--- config.mk ---
export PLATFORM = sky130hd
export DESIGN_NAME = cpu_run_ctrl
export DESIGN_NICKNAME = d
export VERILOG_FILES = /design/src/rtl/cpu_dbg_pkg.sv /design/src/rtl/btn_sync_edge.sv /design/src/rtl/cpu_run_ctrl.sv
export SDC_FILE = /design/constraint.sdc
export NUM_CORES = 1
export LEC_CHECK = 0
export ABC_AREA = 1
export CORE_AREA = 2 2 95 97
export CTS_BUF_LIST = sky130_fd_sc_hd__clkbuf_16
export CTS_CLUSTER_DIAMETER = 100
export DETAILED_ROUTE_END_ITERATION = 16
export DIE_AREA = 0 0 97 99
export PLACE_DENSITY = 0.82
export SYNTH_ARGS = -nofsm -noshare
export SYNTH_HDL_FRONTEND = slang
export SYNTH_SLANG_ARGS = --single-unit
--- constraint.sdc ---
create_clock -name clk_100MHz -period 3.5 [get_ports clk_100MHz]
set_input_delay 0.35 -clock clk_100MHz [delete_from_list [all_inputs] [get_ports clk_100MHz]]
set_output_delay 0.35 -clock clk_100MHz [all_outputs]
set_load 0.005 [all_outputs]
--- src/rtl/cpu_dbg_pkg.sv ---
// Shared encodings for the CPU run/step debug controller and its LED mux.
package cpu_dbg_pkg;

    localparam int DBG_PC_W = 32;

    typedef enum logic [1:0] {
        ST_IDLE = 2'b00,
        ST_RUN  = 2'b01,
        ST_BRK  = 2'b10
    } run_state_e;

    typedef enum logic [1:0] {
        CAUSE_NONE = 2'b00,
        CAUSE_BP   = 2'b01,
        CAUSE_OF   = 2'b10
    } brk_cause_e;

endpackage

--- src/rtl/btn_sync_edge.sv ---
// Two-flop synchroniser for a debounced button level, followed by a
// registered one-cycle pulse on its rising edge.
module btn_sync_edge (
    input  logic clk,
    input  logic rst,
    input  logic btn,
    output logic ev
);

    logic s1_r;
    logic s2_r;
    logic s3_r;
    logic ev_r;

    // Synchroniser chain, delay flop and registered edge pulse
    always_ff @(posedge clk or posedge rst) begin
        if (rst) begin
            s1_r <= 1'b0;
            s2_r <= 1'b0;
            s3_r <= 1'b0;
            ev_r <= 1'b0;
        end else begin
            s1_r <= btn;
            s2_r <= s1_r;
            s3_r <= s2_r;
            ev_r <= s2_r & ~s3_r;
        end
    end

    assign ev = ev_r;

endmodule

--- src/rtl/cpu_run_ctrl.sv ---
// Run/step sequencer: turns button edges into single-cycle CPU clock enables,
// either on demand or periodically, halting on breakpoint or overflow.
module cpu_run_ctrl
    import cpu_dbg_pkg::*;
#(
    parameter int RUN_DIV = 50_000_000,
    parameter int CNT_W   = 32
) (
    input  logic                clk_100MHz,
    input  logic                rst,
    input  logic                step_btn,
    input  logic                run_btn,
    input  logic                bp_en,
    input  logic [DBG_PC_W-1:0] bp_addr,
    input  logic                halt_on_of,
    input  logic [DBG_PC_W-1:0] pc,
    input  logic                of,
    output logic                cpu_ce,
    output logic [1:0]          state,
    output logic [1:0]          brk_cause,
    output logic [CNT_W-1:0]    instr_cnt
);

    localparam int DIV_W = $clog2(RUN_DIV);

    logic             step_ev_s;
    logic             run_ev_s;
    logic             tick_s;
    logic             bp_hit_s;
    logic             of_hit_s;
    run_state_e       state_r;
    brk_cause_e       cause_r;
    logic             ce_r;
    logic             first_tick_r;
    logic [DIV_W-1:0] div_r;
    logic [CNT_W-1:0] cnt_r;

    btn_sync_edge u_step_sync (
        .clk (clk_100MHz),
        .rst (rst),
        .btn (step_btn),
        .ev  (step_ev_s)
    );

    btn_sync_edge u_run_sync (
        .clk (clk_100MHz),
        .rst (rst),
        .btn (run_btn),
        .ev  (run_ev_s)
    );

    assign tick_s   = (div_r == DIV_W'(RUN_DIV - 1));
    assign bp_hit_s = bp_en & (pc == bp_addr);
    assign of_hit_s = halt_on_of & of;

    // Run/step state machine with divider and registered outputs
    always_ff @(posedge clk_100MHz or posedge rst) begin
        if (rst) begin
            state_r      <= ST_IDLE;
            cause_r      <= CAUSE_NONE;
            ce_r         <= 1'b0;
            first_tick_r <= 1'b0;
            div_r        <= {DIV_W{1'b0}};
        end else begin
            ce_r <= 1'b0;
            case (state_r)
                ST_IDLE: begin
                    div_r <= {DIV_W{1'b0}};
                    if (run_ev_s) begin
                        state_r      <= ST_RUN;
                        first_tick_r <= 1'b1;
                    end else if (step_ev_s) begin
                        ce_r <= 1'b1;
                    end
                end
                ST_RUN: begin
                    if (run_ev_s) begin
                        state_r <= ST_IDLE;
                        div_r   <= {DIV_W{1'b0}};
                    end else if (tick_s) begin
                        div_r <= {DIV_W{1'b0}};
                        // The first tick after (re)starting skips halt checks so a
                        // breakpoint PC can be stepped past.
                        if (first_tick_r) begin
                            ce_r         <= 1'b1;
                            first_tick_r <= 1'b0;
                        end else if (of_hit_s) begin
                            state_r <= ST_BRK;
                            cause_r <= CAUSE_OF;
                        end else if (bp_hit_s) begin
                            state_r <= ST_BRK;
                            cause_r <= CAUSE_BP;
                        end else begin
                            ce_r <= 1'b1;
                        end
                    end else begin
                        div_r <= div_r + DIV_W'(1);
                    end
                end
                ST_BRK: begin
                    div_r <= {DIV_W{1'b0}};
                    if (run_ev_s) begin
                        state_r      <= ST_RUN;
                        cause_r      <= CAUSE_NONE;
                        first_tick_r <= 1'b1;
                    end else if (step_ev_s) begin
                        ce_r <= 1'b1;
                    end
                end
                default: begin
                    state_r      <= ST_IDLE;
                    cause_r      <= CAUSE_NONE;
                    first_tick_r <= 1'b0;
                    div_r        <= {DIV_W{1'b0}};
                end
            endcase
        end
    end

    // Saturating count of issued clock enables
    always_ff @(posedge clk_100MHz or posedge rst) begin
        if (rst) begin
            cnt_r <= {CNT_W{1'b0}};
        end else if (ce_r && (cnt_r != {CNT_W{1'b1}})) begin
            cnt_r <= cnt_r + CNT_W'(1);
        end
    end

    assign cpu_ce    = ce_r;
    assign state     = state_r;
    assign brk_cause = cause_r;
    assign instr_cnt = cnt_r;

endmodule

# Yosys cells after proc, flatten, opt, wreduce, memory -nomap -nowiden
# Cells that the tools add are included.
[op_classes]
shifts = 0
n_div = 0
n_lt_le_gt_ge = 0
bitwise_logic = 7
mul = 0
reduce_logical = 6
muxes = 29
n_eq_ne = 14
addsub = 2
[ops]
columns = ["operator", "count"]
rows = [
  ["$mux 26", 3],
  ["$add 32x1->32 const B", 1],
  ["$eq 32x32->1", 1],
  ["$ne 32x32->1 const B", 1],
  ["$add 26x1->26 const B", 1],
  ["$eq 26x26->1 const B", 1],
  ["$mux 2", 12],
  ["$mux 1", 10],
  ["$ne 2x2->1 const B", 3],
  ["$ne 3x2->1 const B", 2],
  ["$pmux 2 s3", 1],
  ["$reduce_and 6->1", 1],
  ["$and 1x1->1", 4],
  ["$ne 2x1->1 const B", 2],
  ["$ne 4x3->1 const B", 1],
  ["$pmux 1 s2", 2],
  ["$pmux 2 s2", 1],
  ["$reduce_and 4->1", 1],
  ["$ne 3x3->1 const B", 1],
  ["$not 1->1", 3],
  ["$reduce_and 3->1", 1],
  ["$eq 2x1->1 const B", 1],
  ["$eq 2x2->1 const B", 1],
  ["$logic_not 2->1", 1],
  ["2 further kinds", 2],
]
[word_totals]
ramBits = 0
memories = 0
latchBits = 0
regBits = 72
input_bits = 71
rom_bits = 0

# Longest topological paths before layout
# Gate-level depths: netlist (run 1).
[logic_depth]
ltp_word = 8
ltp_mapped = 13
ltp_nobuf = 13

# Modules after synthesis
# A second synthesis (run 1) with hierarchy kept.
[unflattened]
cells_unflattened = 606
hier_area_um2 = 4413.0
[by_module_without_submodules]
columns = ["module", "area_per_inst_um2", "cells_per_inst", "instances", "seq_area_each_um2"]
rows = [
  ["cpu_run_ctrl", 4185.3, 592, 1, 1601.5],
  ["btn_sync_edge", 113.9, 7, 2, 100.1],
]

# Worst setup path before layout (run 1)
# Ideal clock, no wire load.
[synth_timing]
path_type = "register to register"
startpoint = "reg cnt_r[0] (netlist: instr_cnt[0])"
endpoint = "reg cnt_r[24] (netlist: instr_cnt[24])"
period_less_slack_ns = 1.685
stages_incl_launch_ff = 12
slack_ns = 1.815
arrival_time_ns = 1.605
path_cell_list = "dfrtp_1 > ha_1 > inv_1 > nor2_1 > nand2_1 > nor2_1 > nand2_1 > nand2_4 > nor2_1 > nand2_1 > nor2_1 > xor2_1"
[synth_via]
elab_chain_cells = 2
word_cells_on_any_way = 3
classes_between = "1 x add/sub; 1 x eq/ne; 1 x reduce/logical"
[synth_lines]
columns = ["element", "line_no", "rtl"]
rows = [
  ["start, declared", "cpu_run_ctrl.sv:36", "logic [CNT_W-1:0] cnt_r;"],
  ["start signal, assigned", "cpu_run_ctrl.sv:123", "cnt_r <= {CNT_W{1'b0}};"],
  ["start signal, assigned", "cpu_run_ctrl.sv:125", "cnt_r <= cnt_r + CNT_W'(1);"],
  ["parallel branches: the longest is 2 deep, another holds $add 32x1->32", "-", ""],
]
# Several ways; the timed one is not identified.
# A chain may end at the register's enable or synchronous reset.

# Worst setup path in the final report (run 1)
[layout_timing]
startpoint = "reg cnt_r[0] (netlist: instr_cnt[0])"
endpoint = "reg cnt_r[22] (netlist: instr_cnt[22])"
# The elaborated chain is that of the path after synthesis.

==> results of run 1 <==
layer usage:
metal  routed length [um]  GRT usage
met1                 4640      0.305
met2                 5150      0.384
met3                  673     0.0369
met4                  212     0.0704
met5                    0          0
state kept, by name (all words and copies together) (netlist names), 2 cells and up:
signal / flops
instr_cnt: 32
div_r: 26
brk_cause: 2
state: 2
cells by family after synthesis:
logic type | Yosys count | share of synthesized area
flip-flops | 72 | 0.418
buffers and inverters | 86 | 0.0784
AND/OR/NAND/NOR | 336 | 0.359
XOR/XNOR | 47 | 0.0955
AO/OA/AOI/OAI | 33 | 0.0430
adder cells (fa/ha/maj) | 2 | 0.00581
final timing paths:
kind / startpoint / to / cells past startpoint
setup reg to reg: instr_cnt[0]$_DFFE_PP0P_ / instr_cnt[22]$_DFFE_PP0P_ / 11
max in group asynchronous: rst / instr_cnt[15]$_DFFE_PP0P_ / 3
hold / removal: u_run_sync.s1_r$_DFF_PP0_ / u_run_sync.s2_r$_DFF_PP0_ / 0
setup / recovery: instr_cnt[0]$_DFFE_PP0P_ / instr_cnt[22]$_DFFE_PP0P_ / 11
min in group asynchronous: rst / instr_cnt[6]$_DFFE_PP0P_ / 2
hold reg to reg: u_run_sync.s1_r$_DFF_PP0_ / u_run_sync.s2_r$_DFF_PP0_ / 0
cell usage after synthesis (2+ instances only):
library cell / instances / area, um2
nor2_2: 5 / 31.3
nor4_1: 6 / 37.5
o21ai_0: 13 / 65.1
nand4_1: 17 / 106
inv_1: 77 / 289
nor2_1: 79 / 297
nand2_4: 4 / 45.0
a21oi_1: 9 / 45.0
nand3_2: 3 / 30.0
o21ai_1: 2 / 10.0
ha_1: 2 / 25.0
dfrtp_1: 72 / 1800
nor3_4: 3 / 48.8
nor3_1: 18 / 90.1
xor2_1: 26 / 228
a31oi_1: 2 / 12.5
nor2_4: 7 / 78.8
o22ai_1: 2 / 12.5
nand2_2: 5 / 31.3
nand3_1: 28 / 140
nand2_1: 159 / 597
inv_2: 4 / 15.0
xnor2_1: 21 / 184
per-stage QoR:
stage	std cells	setup slack, ps	total power [uW]
floorplan	576	1330	1270
global placement	789	1530	1500
detailed placement	789	1450	1520
CTS	805	1420	2340
global route	805	1230	2450
finish	805	1390	2320
power by group through the flow:
stage	clock network [uW]	registers [uW]	logic [uW]
global route	859	971	619
CTS	826	958	555
global placement	0	967	533
detailed placement	0	972	543
finish	814	958	549
floorplan	0	965	305
area by class of cell:
cell class / count / area share
Clock buffer: 9 / 0.0390
Clock inverter: 7 / 0.00694
Inverter: 82 / 0.0538
Multi-Input combinational cell: 418 / 0.376
Sequential cell: 72 / 0.312
Tap cell: 108 / 0.0234
Timing Repair Buffer: 109 / 0.188
==> out/qor.csv, run 1 <==
stage,metric,value,unit
cells_and_area,seqCellArea,0.00180,mm2
timing,fin_hold_ws,354,ps
power_and_ir_drop,p_sw,699,uW
worst_setup_path,cpMaxStageDelayCell,dfrtp_1,
worst_setup_path,crit_chain,ha_1 > inv_1 > nor2_1 > nand2_1 > nor2_1 > nand2_1 > nand2_4 > inv_2 > nand4_1 > o21ai_0 > nand2_1,
cts,cts_sinks,72,
synthesis,async_flop_share,1.00,
synthesis,ys.flop_type,dfrtp_1,
worst_setup_path,path_delay_family,simple AND/OR/NAND/NOR gates,
worst_setup_path,crit_type,flip-flop to flip-flop,
cts,clk_latency,330,ps
die,rows,34,
power_and_ir_drop,p_comb_frac,0.237,
power_and_ir_drop,p_int,1620,uW
cts,cts.clk_slew.worst_paths,60,ps
synthesis,ys_types,35,
cells_and_area,final.fill_count,707,
drt,drc_errors,0,
timing,finalMaxSlewViolations,0,
drt,wl,10700,um
worst_setup_path,cp_common_cell,nand2_1,
cells_and_area,final_common_cell,nand2_1,
timing,worst_slew_pin_slew,742,ps
timing,period_share,0.603,
drt,via_per_inst,5.15,
global_route,grt.total_usage,0.228,
global_route,overflow,0,
timing,rsz0062_at_grt,false,
synthesis,ys_seq_elements,72,
run,maxCapViolations,0,
timing,finalHoldViolations,0,
cts,numCtsBuffers,9,
cells_and_area,multi_input_area,0.00217,mm2
hold_path,holdCritPathClass,flip-flop to flip-flop,
synthesis,synth_edf_count,0,
synthesis,yosys_warnings,0,
timing,fin_tns_setup,0,ps
synthesis,synth_fp_nets,649,
drt,ant_nets,0,
worst_setup_path,cp_max_fo,16,
worst_setup_path,end_kind,flip-flop,
worst_setup_path,arrival,2320,ps
cts,cts_hold_buf,0,
cts,tritoncts,built,
cells_and_area,areaGrowthSynthToFinish,33.9,%
global_route,antenna_found_initial,0,
drt,initialDrtViolationCount,241,
power_and_ir_drop,p_seq_frac,0.413,
global_route,grt_pass1_vias,3904,
die,die_h,99,um
cts,cts_max_level,3,
power_and_ir_drop,switching_share,0.301,
cells_and_area,layout-drive-gt1-share,0.0703,
placed_design,placed_cell_area,0.00550,mm2
synthesis,postSynthAreaPerCell,7.48,um2
timing,finalClockSkew,7.66,ps
timing,relSlewSlack,0.505,
die,dieArea,0.00960,mm2
cells_and_area,num_antenna_cells,0,
timing,final.min_clock_period,2110,ps
drt,firstDrtPassIters,5,
timing,setup_violations,0,
power_and_ir_drop,power_leakage,0.00268,uW
die,core_area,0.00855,mm2
run_status,status,completed,
power_and_ir_drop,peakVddDrop,0.302,mV
die,initial_core_util,0.504,
worst_setup_path,startpoint_type,flip-flop,
worst_setup_path,path_buf_inv,2,
worst_setup_path,cpPeakStageDelay,420,ps
placed_design,gp_congestion,0.975,
power_and_ir_drop,power_density,402,mW/mm2
drt,wire_per_inst,13.3,um
global_route,grt_max_degree,36,
cts,cts_root_buf,clkbuf_16,
worst_setup_path,r2r_slack,1390,ps
placed_design,io_buffers,107,
cells_and_area,nets,765,
synthesis,syn-cell-area,0.00431,mm2
global_route,grt_pass1_wl,18100,um
die,io_pins,108,
power_and_ir_drop,p_clk_frac,0.351,
cells_and_area,fin_util,0.675,
die,die_w,97,um
cells_and_area,design_area,0.00577,mm2
cells_and_area,layout_common_cells,"nand2_1 (159), clkdlybuf4s50_1 (107), nor2_1 (79)",
cts,ctsResizeCount,0,
timing,max_freq,474,MHz
placed_design,dpl.hpwl,8160,um
cts,cts_setup_buffers,0,
cts,cts_buffer_depth,2,
drt,vias,4145,
worst_setup_path,worstPathRequired,3710,ps
synthesis,ys_seq_area_frac,0.418,
synthesis,syn_inst,576,
Note: power is estimated with default switching activity, not from simulation.
==> run 2, diff against run 1 <==
--- a/config.mk
+++ b/config.mk
@@ -6,12 +6,12 @@
 export NUM_CORES = 1
 export LEC_CHECK = 0
 export ABC_AREA = 1
-export CORE_AREA = 2 2 95 97
+export CORE_AREA = 2 2 101 103
 export CTS_BUF_LIST = sky130_fd_sc_hd__clkbuf_16
 export CTS_CLUSTER_DIAMETER = 100
 export DETAILED_ROUTE_END_ITERATION = 16
-export DIE_AREA = 0 0 97 99
-export PLACE_DENSITY = 0.82
+export DIE_AREA = 0 0 103 105
+export PLACE_DENSITY = 0.76
 export SYNTH_ARGS = -nofsm -noshare
 export SYNTH_HDL_FRONTEND = slang
 export SYNTH_SLANG_ARGS = --single-unit
==> constraint.sdc (replaced) <==
create_clock -name clk_100MHz -period 1.8 [get_ports clk_100MHz]
set_input_delay 0.18 -clock clk_100MHz [delete_from_list [all_inputs] [get_ports clk_100MHz]]
set_output_delay 0.18 -clock clk_100MHz [all_outputs]
set_load 0.005 [all_outputs]
==> run 2 against run 1 <==
  * The flow now finishes with violations (setup timing)
  * Global-route usage fell by 1.6 points
  * Die area grew 13%
  * Final cell count grew 8.1%
  * Design area up 9.6%
  * Sequential share of layout area shrank 2.6 points
  * Worst setup slack worse by 1400 ps
  * Wire length increased by 9.6%
==> out/qor.csv, run 2 (synthesis results as in run 1) <==
stage,metric,value,unit,change
drt,wl,11700,um,was 10700 um
placed_design,gp_congestion,1.03,,was 0.975
placed_design,io_buffers,107,,unchanged
cts,cts_root_buf,clkbuf_16,,unchanged
worst_setup_path,cp_max_fo,6,,was 16
cells_and_area,fin_util,0.656,,was 0.675
cts,cts_max_level,3,,unchanged
timing,fin_tns_setup,-4.53,ps,was 0 ps
drt,vias,4295,,was 4145
worst_setup_path,crit_type,flip-flop to flip-flop,,unchanged
cells_and_area,layout_common_cells,"nand2_1 (155), clkdlybuf4s50_1 (107), inv_1 (76)",,"was nand2_1 (159), clkdlybuf4s50_1 (107), nor2_1 (79)"
worst_setup_path,end_kind,flip-flop,,unchanged
power_and_ir_drop,power_density,801,mW/mm2,was 402 mW/mm2
die,initial_core_util,0.447,,was 0.504
cells_and_area,largest_reg_flops,32,,unchanged
cells_and_area,areaGrowthSynthToFinish,46.7,%,was 33.9%
die,io_pins,108,,unchanged
run_status,violations,setup timing,,
power_and_ir_drop,power_leakage,0.00292,uW,was 0.00268 uW
run,maxCapViolations,0,,unchanged
drt,firstDrtPassIters,5,,unchanged
timing,finalMaxSlewViolations,0,,unchanged
cells_and_area,final_common_cell,nand2_1,,unchanged
global_route,grt_pass1_wl,18300,um,was 18100 um
die,die_h,105,um,was 99 um
global_route,overflow,0,,unchanged
die,dieArea,0.0108,mm2,was 0.00960 mm2
placed_design,dpl.hpwl,8560,um,was 8160 um
worst_setup_path,startpoint_type,flip-flop,,unchanged
hold_path,holdCritPathClass,input pin to async pin,,was flip-flop to flip-flop
timing,final.min_clock_period,1800,ps,was 2110 ps
timing,finalClockSkew,8.91,ps,was 7.66 ps
cts,tritoncts,built,,unchanged
global_route,antenna_found_initial,0,,unchanged
placed_design,dp_slack,39.3,ps,was 1450 ps
cells_and_area,final.fill_count,791,,was 707
timing,period_share,1.00,,was 0.603
cells_and_area,num_antenna_cells,0,,unchanged
power_and_ir_drop,peakVddDrop,0.548,mV,was 0.302 mV
timing,relSlewSlack,0.613,,was 0.505
timing,setup_violations,1,,was 0
worst_setup_path,crit_chain,nor4_1 > nand3_4 > nand2_4 > inv_8 > nor2_4 > buf_4 > nand4_1 > nand2_1,,was ha_1 > inv_1 > nor2_1 > nand2_1 > nor2_1 > nand2_1 > nand2_4 > inv_2 > nand4_1 > o21ai_0 > nand2_1
cts,clk_latency,330,ps,about the same
cts,numCtsBuffers,9,,unchanged
drt,drc_errors,0,,unchanged
global_route,grt.total_usage,0.212,,was 0.228
die,die_w,103,um,was 97 um
drt,via_per_inst,4.94,,was 5.15
worst_setup_path,cpPeakStageDelay,560,ps,was 420 ps
drt,initialDrtViolationCount,325,,was 241
cts,cts_buffer_depth,2,,unchanged
worst_setup_path,cpMaxStageDelayCell,nor4_1,,was dfrtp_1
cts,cts.clk_slew.worst_paths,60,ps,about the same
drt,ant_nets,0,,unchanged
cts,cts_sinks,72,,unchanged
cts,cts_hold_buf,0,,unchanged
timing,worst_slew_pin_slew,575,ps,was 742 ps
cells_and_area,nets,805,,was 765
timing,fin_ws,-4.53,ps,was 1390 ps
die,core_area,0.00964,mm2,was 0.00855 mm2
timing,max_freq,554,MHz,was 474 MHz
die,rows,36,,was 34
run_status,status,"complete, but fails checks",,was completed
timing,rsz0062_at_grt,true,,was false
drt,wire_per_inst,13.4,um,was 13.3 um
global_route,grt_max_degree,33,,was 36
timing,finalHoldViolations,0,,unchanged
global_route,grt_pass1_vias,4095,,was 3904
worst_setup_path,arrival,2080,ps,was 2320 ps
cells_and_area,layout-drive-gt1-share,0.164,,was 0.0703
worst_setup_path,worstPathRequired,2070,ps,was 3710 ps
==> run 2: timing repair <==
action,CTS,global route
setup buffers,2,13
pin swaps,1,14
endpoints found under the setup margin,4,49
resized for setup,2,39
==> run 2: final timing paths <==
| check | depth (start not counted) | from | slack [ps] | endpoint |
|---|---|---|---|---|
| max | 8 | div_r[9]$_DFF_PP0_ | -5 | state[1]$_DFFE_PP0P_ |
| min | 2 | rst | 210 | u_run_sync.s1_r$_DFF_PP0_ |
| max reg2reg | 8 | div_r[9]$_DFF_PP0_ | -5 | state[1]$_DFFE_PP0P_ |
| min reg2reg | 0 | u_step_sync.s1_r$_DFF_PP0_ | 350 | u_step_sync.s2_r$_DFF_PP0_ |
| max in group asynchronous | 3 | rst | 1080 | instr_cnt[15]$_DFFE_PP0P_ |
| min in group clk_100MHz | 1 | run_btn | 290 | u_run_sync.s1_r$_DFF_PP0_ |
==> run 2: area by class of cell <==
cell class                 count  area (um2)  area share
multi-input combinational    418        2290       0.362
sequential                    72        1810       0.286
timing repair buffer         149        1420       0.225
inverter                      82         319      0.0505
clock buffer                   9         225      0.0356
tap                          133         166      0.0263
clock inverter                 7        87.6      0.0139
==> run 2: report_power, final <==
group	internal (uW)	total, uW	switching [uW]
Combinational	663	1340	676
Clock	1200	1870	668
Sequential	1740	1860	114
Total	3600	5060	1460
==> run 2: per-layer routing <==
layer	track usage	wire length, um	vias to the layer above
li1	-	-	2128
met1	0.273	4830	1940
met5	0	0	-
met3	0.0415	1070	26
met2	0.349	5510	201
met4	0.0799	286	0
==> run 2: stage by stage <==
stage               total power (uW)  instance area (um2)  hold slack (ps)  instances
finish                          5060                 6320              212        870
global route                    5310                 6320              231        870
CTS                             4940                 6100              221        857
detailed placement              3060                 5760              335        839
global placement                3030                 5760              336        839
floorplan                       2470                 4310              211        576
==> run 2: worst max-delay path: cells and delay by family, from the launching register on <==
kind	cells	cell delay, ps
flip-flops	1	470
AND/OR/NAND/NOR	6	1110
buffers and inverters	2	160
==> run 3, diff against run 2 <==
--- a/config.mk
+++ b/config.mk
@@ -11,6 +11,7 @@
 export CTS_CLUSTER_DIAMETER = 100
 export DETAILED_ROUTE_END_ITERATION = 16
 export DIE_AREA = 0 0 103 105
+export GPL_TIMING_DRIVEN = 0
 export PLACE_DENSITY = 0.76
 export SYNTH_ARGS = -nofsm -noshare
 export SYNTH_HDL_FRONTEND = slang
==> run 3 against run 2 <==
  * The run still ends with setup timing left
  * Critical endpoint is now instr_cnt[17]$_DFFE_PP0P_
  * Clock skew decreased by 1.3 ps
  * Worst setup slack got worse by 17 ps
  * Highest routed layer unchanged
  * Non-clock buffer count decreased by 16
==> out/qor.csv, run 3 (synthesis results as in run 1) <==
stage,metric,value,unit,change
drt,wl,11700,um,about the same
cells_and_area,final.fill_count,766,,was 791
cells_and_area,largest_reg_flops,32,,unchanged
global_route,grt_max_degree,43,,was 33
worst_setup_path,crit_type,flip-flop to flip-flop,,unchanged
drt,firstDrtPassIters,5,,unchanged
timing,finalMaxSlewViolations,0,,unchanged
cells_and_area,layout-drive-gt1-share,0.153,,was 0.164
worst_setup_path,startpoint_type,flip-flop,,unchanged
timing,period_share,1.01,,was 1.00
global_route,grt_pass1_vias,3980,,was 4095
power_and_ir_drop,power_leakage,0.00285,uW,was 0.00292 uW
cells_and_area,areaGrowthSynthToFinish,44.2,%,was 46.7%
timing,worst_slew_pin_slew,703,ps,was 575 ps
timing,fin_ws,-21.6,ps,was -4.53 ps
global_route,grt.total_usage,0.210,,was 0.212
die,die_h,105,um,unchanged
power_and_ir_drop,power_density,820,mW/mm2,was 801 mW/mm2
cells_and_area,num_antenna_cells,0,,unchanged
drt,via_per_inst,5.02,,was 4.94
placed_design,dp_slack,-152,ps,was 39.3 ps
placed_design,dpl.hpwl,8280,um,was 8560 um
worst_setup_path,cp_max_fo,10,,was 6
global_route,antenna_found_initial,0,,unchanged
drt,wire_per_inst,13.8,um,was 13.4 um
run_status,status,"complete, but fails checks",,unchanged
cts,cts_root_buf,clkbuf_16,,unchanged
die,dieArea,0.0108,mm2,unchanged
die,initial_core_util,0.447,,unchanged
run,maxCapViolations,0,,unchanged
timing,rsz0062_at_grt,true,,unchanged
power_and_ir_drop,peakVddDrop,0.679,mV,was 0.548 mV
worst_setup_path,path_buf_inv,1,,was 2
die,rows,36,,unchanged
timing,relSlewSlack,0.531,,was 0.613
drt,initialDrtViolationCount,248,,was 325
timing,final.min_clock_period,1820,ps,was 1800 ps
drt,ant_nets,0,,unchanged
placed_design,io_buffers,107,,unchanged
drt,vias,4289,,was 4295
hold_path,holdCritPathClass,input pin to flip-flop,,was input pin to async pin
cells_and_area,layout_common_cells,"nand2_1 (155), clkdlybuf4s50_1 (107), inv_1 (76)",,unchanged
worst_setup_path,cpPeakStageDelay,450,ps,was 560 ps
run_status,violations,setup timing,,unchanged
worst_setup_path,end_kind,flip-flop,,unchanged
cts,cts_max_level,3,,unchanged
cells_and_area,fin_cells,854,,was 870
cells_and_area,final_common_cell,nand2_1,,unchanged
cts,clk_latency,330,ps,about the same
timing,finalClockSkew,7.60,ps,was 8.91 ps
worst_setup_path,crit_chain,nand2_1 > nor2_2 > nand2_1 > nor2_2 > nand2_2 > nand2_4 > buf_6 > nor2_1 > xor2_1,,was nor4_1 > nand3_4 > nand2_4 > inv_8 > nor2_4 > buf_4 > nand4_1 > nand2_1
timing,finalHoldViolations,0,,unchanged
worst_setup_path,worstPathRequired,2010,ps,was 2070 ps
timing,setup_violations,1,,unchanged
cts,cts_sinks,72,,unchanged
placed_design,dp_cells,817,,was 839
cts,cts.clk_slew.worst_paths,60,ps,about the same
global_route,overflow,0,,unchanged
cts,tritoncts,built,,unchanged
drt,drc_errors,0,,unchanged
cts,numCtsBuffers,9,,unchanged
die,core_area,0.00964,mm2,unchanged
worst_setup_path,arrival,2030,ps,was 2080 ps
die,io_pins,108,,unchanged
global_route,grt_pass1_wl,18200,um,was 18300 um
timing,max_freq,549,MHz,was 554 MHz
placed_design,gp_congestion,0.987,,was 1.03
cells_and_area,nets,789,,was 805
die,die_w,103,um,unchanged
cts,cts_buffer_depth,2,,unchanged
worst_setup_path,cpMaxStageDelayCell,dfrtp_1,,was nor4_1
worst_setup_path,path_delay_family,simple AND/OR/NAND/NOR gates,,unchanged
==> run 3: timing repair <==
action	in CTS	in global routing
resized for setup	6	47
setup buffers	11	11
pin swaps	7	11
endpoints found under the setup margin	39	51
hold buffers	0	0
gates cloned	0	0
==> run 3: final timing paths <==
path                                       startpoint                         end  slack, ps  cells past startpoint
max in group asynchronous                         rst   instr_cnt[18]$_DFFE_PP0P_        850                      3
hold reg to reg            u_step_sync.s1_r$_DFF_PP0_  u_step_sync.s2_r$_DFF_PP0_        360                      0
min in group asynchronous                         rst    instr_cnt[5]$_DFFE_PP0P_        300                      2
hold / removal                               step_btn  u_step_sync.s1_r$_DFF_PP0_        290                      1
setup reg to reg            instr_cnt[11]$_DFFE_PP0P_   instr_cnt[17]$_DFFE_PP0P_        -20                      9
setup / recovery            instr_cnt[11]$_DFFE_PP0P_   instr_cnt[17]$_DFFE_PP0P_        -20                      9
==> run 3: per-stage QoR <==
stage               TNS, ps  power, uW  instance area [um2]   util  hold WS (ps)
floorplan                 0       2470                 4310      -           211
global placement      -3700       2930                 5550  0.576           338
detailed placement    -1740       2970                 5570  0.578           335
CTS                   -5.32       4980                 5990  0.621           293
global route          -2320       5320                 6210  0.644           300
finish                -21.6       5090                 6210  0.644           291
==> run 3: final cells by class <==
class / instances / area [um2] / share of cell area
Buffer: 3 / 30.0 / 0.00483
Clock buffer: 9 / 225 / 0.0363
Clock inverter: 7 / 95.1 / 0.0153
Inverter: 82 / 324 / 0.0522
Multi-Input combinational cell: 418 / 2300 / 0.370
Sequential cell: 72 / 1810 / 0.292
Tap cell: 133 / 166 / 0.0268
Timing Repair Buffer: 130 / 1260 / 0.203
==> run 3: layer usage <==
metal / up-vias / part of all wire / global-route usage
li1: 2103 / - / -
met1: 1994 / 0.41 / 0.271
met2: 174 / 0.49 / 0.347
met3: 18 / 0.089 / 0.0488
met4: 0 / 0.013 / 0.0630
met5: - / 0 / 0
==> run 3: report_power, final <==
part,internal [uW],switching [uW],total (uW)
sequential,1740,105,1850
clock,1220,708,1920
combinational,645,678,1320
